File: src/rtl/icache_linefill_ctrl.sv
`default_nettype none
// ============================================================================
// Module   : icache_linefill_ctrl
// Purpose  : Assembles downstream read beats into an icache line, writes it to
//            the data RAM and pulses completion back to the owning MSHR entry.
// Revision : 1.0 - initial release
// ============================================================================
module icache_linefill_ctrl #(
  parameter int LINE_BEATS  = 4,
  parameter int BEAT_WIDTH  = 128,
  parameter int ENTRY_NUM   = 8,
  parameter int TXNID_WIDTH = 8,
  parameter int INDEX_WIDTH = 7
) (
  input  logic                             clk,
  input  logic                             rst,
  input  logic                             rxdat_vld,
  output logic                             rxdat_rdy,
  input  logic [TXNID_WIDTH-1:0]           rxdat_txnid,
  input  logic [BEAT_WIDTH-1:0]            rxdat_data,
  input  logic                             rxdat_last,
  output logic [$clog2(ENTRY_NUM)-1:0]     fill_entry_id,
  input  logic [INDEX_WIDTH-1:0]           fill_index,
  input  logic                             fill_way,
  output logic                             dataram_wr_vld,
  input  logic                             dataram_wr_rdy,
  output logic [INDEX_WIDTH-1:0]           dataram_wr_index,
  output logic                             dataram_wr_way,
  output logic [LINE_BEATS*BEAT_WIDTH-1:0] dataram_wr_data,
  output logic                             linefill_done,
  output logic [ENTRY_NUM-1:0]             linefill_done_oh,
  output logic                             protocol_err
);

  localparam int CNT_W = $clog2(LINE_BEATS);
  localparam int EID_W = $clog2(ENTRY_NUM);
  localparam logic [CNT_W-1:0] LAST_SLOT = CNT_W'(LINE_BEATS - 1);

  typedef enum logic [1:0] {
    ST_IDLE    = 2'd0,
    ST_COLLECT = 2'd1,
    ST_WRITE   = 2'd2,
    ST_DONE    = 2'd3
  } state_t;

  state_t                               state_q, state_d;
  logic [CNT_W-1:0]                     beat_cnt_q, beat_cnt_d;
  logic [LINE_BEATS-1:0][BEAT_WIDTH-1:0] line_q, line_d;
  logic [TXNID_WIDTH-1:0]               txnid_q, txnid_d;
  logic [INDEX_WIDTH-1:0]               index_q, index_d;
  logic                                 way_q, way_d;
  logic                                 rdy_q, rdy_d;
  logic                                 err_q, err_d;

  logic accept;
  logic is_last_slot;
  logic txnid_mismatch;

  assign accept         = rxdat_vld && rdy_q;
  assign is_last_slot   = (beat_cnt_q == LAST_SLOT);
  assign txnid_mismatch = (state_q == ST_COLLECT) && (rxdat_txnid != txnid_q);

  always_comb begin
    state_d    = state_q;
    beat_cnt_d = beat_cnt_q;
    line_d     = line_q;
    txnid_d    = txnid_q;
    index_d    = index_q;
    way_d      = way_q;
    // A bad beat is still stored and counted; only the flag is raised.
    err_d      = accept && ((rxdat_last != is_last_slot) || txnid_mismatch);

    case (state_q)
      ST_IDLE: begin
        if (accept) begin
          line_d[0]  = rxdat_data;
          txnid_d    = rxdat_txnid;
          beat_cnt_d = CNT_W'(1);
          state_d    = ST_COLLECT;
        end
      end
      ST_COLLECT: begin
        if (accept) begin
          line_d[beat_cnt_q] = rxdat_data;
          if (is_last_slot) begin
            beat_cnt_d = '0;
            index_d    = fill_index;
            way_d      = fill_way;
            state_d    = ST_WRITE;
          end else begin
            beat_cnt_d = beat_cnt_q + CNT_W'(1);
          end
        end
      end
      ST_WRITE: begin
        if (dataram_wr_rdy) begin
          state_d = ST_DONE;
        end
      end
      ST_DONE: begin
        state_d = ST_IDLE;
      end
      default: begin
        state_d = ST_IDLE;
      end
    endcase

    // Ready follows the next state so it is registered yet never late.
    rdy_d = (state_d == ST_IDLE) || (state_d == ST_COLLECT);
  end

  always_ff @(posedge clk or posedge rst) begin
    if (rst) begin
      state_q    <= ST_IDLE;
      beat_cnt_q <= '0;
      line_q     <= '0;
      txnid_q    <= '0;
      index_q    <= '0;
      way_q      <= 1'b0;
      rdy_q      <= 1'b0;
      err_q      <= 1'b0;
    end else begin
      state_q    <= state_d;
      beat_cnt_q <= beat_cnt_d;
      line_q     <= line_d;
      txnid_q    <= txnid_d;
      index_q    <= index_d;
      way_q      <= way_d;
      rdy_q      <= rdy_d;
      err_q      <= err_d;
    end
  end

  assign rxdat_rdy        = rdy_q;
  assign fill_entry_id    = txnid_q[EID_W-1:0];
  assign dataram_wr_vld   = (state_q == ST_WRITE);
  assign dataram_wr_index = index_q;
  assign dataram_wr_way   = way_q;
  assign dataram_wr_data  = line_q;
  assign linefill_done    = (state_q == ST_DONE);
  assign linefill_done_oh = (state_q == ST_DONE) ? (ENTRY_NUM'(1) << fill_entry_id) : '0;
  assign protocol_err     = err_q;

endmodule
`default_nettype wire

File: config.mk
export PLATFORM = sky130hd
export DESIGN_NAME = icache_linefill_ctrl
export DESIGN_NICKNAME = d
export VERILOG_FILES = /design/src/rtl/icache_linefill_ctrl.sv
export SDC_FILE = /design/constraint.sdc
export NUM_CORES = 1
export LEC_CHECK = 0
export ABC_AREA = 1
export CAP_MARGIN = 20
export CORE_AREA = 2 2 265 267
export DETAILED_ROUTE_END_ITERATION = 16
export DIE_AREA = 0 0 267 269
export REMOVE_ABC_BUFFERS = 1
export SLEW_MARGIN = 15
export SYNTH_ARGS = -nofsm -noshare
export SYNTH_HDL_FRONTEND = slang
export SYNTH_SLANG_ARGS = --single-unit
File: constraint.sdc
create_clock -name clk -period 21.2 [get_ports clk]
set_input_delay 4.24 -clock clk [delete_from_list [all_inputs] [get_ports clk]]
set_output_delay 4.24 -clock clk [all_outputs]
set_load 0.1 [all_outputs]
==> results.py, run 1 <==
metrics = {
    "run_status": {
        "status": "complete, no violations",
    },
    "clocking": {
        "cts_max_level": 2,
        "ctsHoldBuffers": 0,
        "clkLatencyLatePin_ps": 610,
        "clock-sinks": 534,
        "cts_tree": "built",
        "clk_path_buf_depth": 3,
        "path_clk_slew_ps": 60,
        "numCtsBuffers": 58,
        "cts-root-buf": "clkbuf_16",
        "cts_resized": 0,
        "post_cts_buffers": 0,
    },
    "critical_path": {
        "end_kind": "asynchronous set/reset pin",
        "path_buf_inv": 7,
        "criticalPathCategory": "in -> async",
        "path_max_fanout": 85,
        "crit_path_frequent_cell": "buf_4",
        "r2r_slack_ps": 17900,
        "critical_path_arrival_ps": 7900,
        "setup.worst_path.start_class": "input port",
        "cpPeakStageDelay_ps": 710,
        "critPathSlowestCell": "buf_4",
        "critPathTopFamily": "buffers and inverters",
        "crit_required_ps": 21960,
        "crit_chain": "clkdlybuf4s50_1, inv_8, buf_16, buf_4, buf_4, buf_4, buf_16",
    },
    "yosys": {
        "postSynthCellCount": 1926,
        "synth_warnings": 0,
        "syn_area_per_cell_sq_um": 10.6,
        "syn-cell-area_sq_um": 20300,
        "yosysSeqAreaShare_pct": 65.7,
        "ys_seq_elements": 534,
        "synth_cell_types": 23,
    },
    "sta": {
        "timing.final.crit_share_pct": 33.6,
        "clock_skew_ps": 13.6,
        "worst_pin_slew_ps": 1110,
        "rsz0062_at_grt": "false",
        "period_minus_slack_ps": 7130,
        "hold_violations": 0,
        "fmax_mhz": 140,
        "maxSlewViolCount": 0,
        "setup-tns-final_ps": 0,
        "setup_viol": 0,
        "max_slew_margin_pct": 25.9,
    },
    "worst_hold_path": {
        "hold_path_class": "reg -> reg",
    },
    "cells_and_area": {
        "nNetsFinal": 2721,
        "multiInputGateArea_sq_um": 5500,
        "seq_area_sq_um": 13400,
        "drive_gt1_share_pct": 9.52,
        "syn2layout_area_growth_pct": 45.0,
        "nFillCells": 6568,
    },
    "floorplanning": {
        "core_sq_um": 69300,
        "die_h_microns": 269,
        "floorplan.die.width_microns": 267,
        "ios": 684,
        "floorplan.initialDensity_pct": 29.4,
        "rows": 97,
        "die_area_sq_um": 71800,
    },
    "route": {
        "routed_wl_microns": 60300,
        "initialDrtViolationCount": 1131,
        "post_drt_wl_per_cell_microns": 17.0,
        "vias": 15500,
        "postRouteAntennaNets": 0,
        "drc": 0,
        "drtPass1Iterations": 5,
        "viasPerCell": 4.36,
    },
    "global_routing": {
        "antenna_found_initial": 3,
        "overflow": 0,
        "track_usage_pct": 16.1,
        "grt_pass1_wl_microns": 91600,
        "grt_start_max_net_pins": 185,
        "grt_pass1_vias": 15500,
    },
    "flow_run": {
        "drv_cap": 0,
    },
    "placed_design": {
        "port_buffers": 683,
        "hpwl_microns": 41800,
        "gp_congestion": 0.799,
    },
}
stage by stage:
stage / util [%] / instance area [sq um] / hold WS (ps) / setup WS (ps) / std cells
floorplan: - / 19400 / 474 / 2040 / 1809
global placement: 39.8 / 27600 / 461 / 13010 / 3446
detailed placement: 39.8 / 27600 / 466 / 12860 / 3446
CTS: 42.5 / 29400 / 481 / 13510 / 3554
global route: 42.6 / 29500 / 495 / 13560 / 3557
finish: 42.6 / 29500 / 477 / 14070 / 3558
cells in the mapped netlist:
| master | instances | share of area [%] |
|---|---|---|
| nand2_1 | 571 | 11 |
| dfrtp_1 | 534 | 66 |
| o21ai_1 | 250 | 6.1 |
| o21ai_0 | 151 | 3.7 |
| inv_1 | 145 | 2.7 |
| o21ai_2 | 119 | 5.1 |
| buf_6 | 61 | 3.4 |
| buf_2 | 23 | 0.57 |
| clkbuf_1 | 23 | 0.42 |
| nor2_1 | 13 | 0.24 |
| buf_4 | 9 | 0.33 |
| ha_1 | 4 | 0.25 |
| nand2_2 | 4 | 0.12 |
| xnor2_1 | 4 | 0.17 |
| mux2_2 | 3 | 0.17 |
| a21oi_1 | 2 | 0.049 |
| inv_4 | 2 | 0.061 |
| nand3_1 | 2 | 0.049 |
| nor2_8 | 2 | 0.20 |
| buf_1 | 1 | 0.018 |
| inv_2 | 1 | 0.018 |
| nor2_4 | 1 | 0.055 |
| or2_2 | 1 | 0.031 |
logic make-up after synthesis:
kind of cell,Yosys count,share of synthesized area [%]
mux,3,0.166
flops,534,65.7
fa+ha+maj,4,0.246
simple gates,594,11.2
compound gates,522,15.0
buf+inv,265,7.47
xor+xnor,4,0.172
worst paths after layout:
path                                           start              endpoint  depth (start not counted)
worst max-delay path                             rst  dataram_wr_data[174]                          7
worst min-delay path            dataram_wr_data[484]  dataram_wr_data[484]                          2
worst max register to register         beat_cnt_q[0]  dataram_wr_data[431]                          8
worst min register to register  dataram_wr_data[484]  dataram_wr_data[484]                          2
max in group clk                          state_q[1]   linefill_done_oh[0]                          4
min in group asynchronous                        rst  dataram_wr_data[127]                          2
layout make-up:
class                      count  share of cell area (%)
tap                          940                    3.99
sequential                   534                    45.3
antenna                        2                  0.0170
inverter                     148                    1.96
timing repair buffer         699                    23.8
clock inverter                27                   0.678
clock buffer                  81                    5.69
multi-input combinational   1127                    18.6
cells in the final DEF, fill, tap and decap left out, drive strengths merged:
cell,instances
a21oi,2
buf,16
clkdlybuf4s50,683
nand3,2
inv,150
nand2,575
o21ai,520
or2,1
xnor2,4
clkbuf,81
diode,2
clkinv,20
nor2,16
mux2,3
clkinvlp,4
dfrtp,534
bufinv,1
ha,4
state kept, by name (all words and copies together), names as in the netlist:
register / flops
state_q: 2
dataram_wr_data: 512
rxdat_rdy: 1
dataram_wr_index: 7
txnid_q: 8
protocol_err: 1
dataram_wr_way: 1
beat_cnt_q: 2
worst register-to-register path, stage by stage, from the launching register on:
cell and delay, ps:
dfrtp_1 430, ha_1 260, nand2_2 140, nor2_8 80, clkinv_8 410, buf_4 870, buf_4 750, nand2_1 210
o21ai_2 90
per-layer routing:
metal | up-vias | part of all wire [%] | track usage (%)
met1 | 7390 | 39 | 19.0
met4 | 4 | 3.2 | 5.59
met5 | - | 0.045 | 0
met3 | 108 | 8.4 | 5.49
li1 | 7485 | - | -
met2 | 524 | 49 | 27.4
Power of run 1 is not shown: default switching activity piles up to over one toggle a cycle in this logic, so the estimate is an artifact.
==> run 2: changes to the inputs <==
Clock period 21.2 ns to 6.6 ns, I/O delays scaled along.
==> results.py, run 2 (synthesis gave the netlist of run 1 again) <==
metrics = {
    "run_status": {
        "status": "complete, no violations",
    },
    "route": {
        "viasPerCell": 4.39,
        "postRouteAntennaNets": 0,
        "post_drt_wl_per_cell_microns": 17.0,
        "drc": 0,
        "vias": 15600,
        "drtPass1Iterations": 5,
        "routed_wl_microns": 60300,
        "initialDrtViolationCount": 938,
    },
    "placed_design": {
        "gp_congestion": 0.813,
        "post-place-ws_ps": 2580,
        "port_buffers": 683,
        "hpwl_microns": 41400,
    },
    "clocking": {
        "clk_path_buf_depth": 3,
        "cts_max_level": 2,
        "cts_tree": "built",
        "ctsHoldBuffers": 0,
        "numCtsBuffers": 57,
        "path_clk_slew_ps": 50,
        "cts_resized": 0,
        "cts-root-buf": "clkbuf_16",
        "clkLatencyLatePin_ps": 600,
        "clock-sinks": 534,
        "post_cts_buffers": 0,
    },
    "floorplanning": {
        "die_area_sq_um": 71800,
        "floorplan.die.width_microns": 267,
        "floorplan.initialDensity_pct": 29.4,
        "core_sq_um": 69300,
        "ios": 684,
        "rows": 97,
        "die_h_microns": 269,
    },
    "sta": {
        "maxSlewViolCount": 0,
        "rsz0062_at_grt": "false",
        "clock_skew_ps": 16.6,
        "timing.final.crit_share_pct": 60.9,
        "setup_viol": 0,
        "fin_ws_ps": 2580,
        "worst_pin_slew_ps": 1100,
        "max_slew_margin_pct": 26.8,
        "hold_violations": 0,
        "period_minus_slack_ps": 4020,
        "fmax_mhz": 249,
    },
    "global_routing": {
        "antenna_found_initial": 4,
        "track_usage_pct": 16.1,
        "grt_pass1_wl_microns": 91100,
        "grt_pass1_vias": 15400,
        "grt_start_max_net_pins": 169,
        "overflow": 0,
        "use_met3_pct": 5.60,
        "grt_util_met1_pct": 18.8,
        "top_usage_layer": "met2",
        "use_met2_pct": 27.1,
    },
    "worst_hold_path": {
        "min_to": "dataram_wr_index[4]",
        "hold_path_class": "reg -> reg",
        "whs_path_depth": 2,
        "min_from": "dataram_wr_index[4]",
    },
    "cells_and_area": {
        "nNetsFinal": 2718,
        "largest_reg_flops": 512,
        "final_common_cell": "clkdlybuf4s50_1",
        "layout_common_cells": "683 x clkdlybuf4s50_1, 571 x nand2_1, 534 x dfrtp_1, 250 x o21ai_1, 151 x o21ai_0",
        "drive_gt1_share_pct": 9.00,
        "syn2layout_area_growth_pct": 45.5,
        "nFillCells": 6551,
    },
    "critical_path": {
        "crit_required_ps": 5280,
        "r2r_cells": 7,
        "r2r-start": "beat_cnt_q[0]",
        "criticalPathCategory": "reg -> out",
        "path_max_fanout": 4,
        "critical_path_arrival_ps": 2700,
        "r2r_slack_ps": 3850,
        "setup.worst_path.start_class": "register",
        "reg2reg_to": "dataram_wr_data[452]",
        "end_kind": "output port",
    },
    "flow_run": {
        "drv_cap": 0,
    },
}
-- run 2: area by class of cell --
class                   count  area [sq um]  share of cell area, %
diodes                      2          5.00                 0.0169
clock buffers              86          1680                   5.67
clock inverters            18           282                  0.951
inverters                 148           578                   1.95
multi-input cells        1127          5500                   18.6
flip-flops and latches    534         13400                   45.1
well taps                 940          1180                   3.97
repair buffers            697          7020                   23.7
-- run 2: worst max path at each step --
| stage | depth (start not counted) | slack [ps] | end | from |
|---|---|---|---|---|
| floorplan | 1 | -9640 | beat_cnt_q[0] | rst |
| global placement | 6 | 2620 | dataram_wr_data[250] | rxdat_vld |
| detailed placement | 6 | 2580 | dataram_wr_data[253] | rxdat_vld |
| CTS | 4 | 2520 | linefill_done_oh[0] | state_q[1] |
| global route | 4 | 2460 | linefill_done_oh[3] | state_q[1] |
| finish | 4 | 2580 | linefill_done_oh[0] | state_q[1] |
-- run 2: stage by stage --
| step | instance area (sq um) | util (%) | instances | setup TNS [ps] | hold WS, ps |
|---|---|---|---|---|---|
| 6_report | 29600 | 42.7 | 3552 | 0 | 469 |
| 5_1_grt | 29600 | 42.7 | 3552 | 0 | 493 |
| 4_1_cts | 29600 | 42.7 | 3549 | 0 | 472 |
| 2_1_floorplan | 19400 | - | 1809 | -5149690 | 474 |
| 3_3_place_gp | 27600 | 39.8 | 3445 | 0 | 458 |
| 3_5_place_dp | 27600 | 39.8 | 3445 | 0 | 459 |
-- run 2: layer usage --
layer	share of wire, %	vias to the layer above
met1	39	7456
met4	3.6	4
met5	0.041	-
met2	49	538
li1	-	7474
met3	8.5	128
-- run 2: worst max-delay path: stages (launching register included) --
cell             delay, ps
dfrtp_1                430
nand2_1                100
or2_2                  310
nor2_1                 120
clkdlybuf4s50_1       1140
Power of run 2 is left out for the same reason.
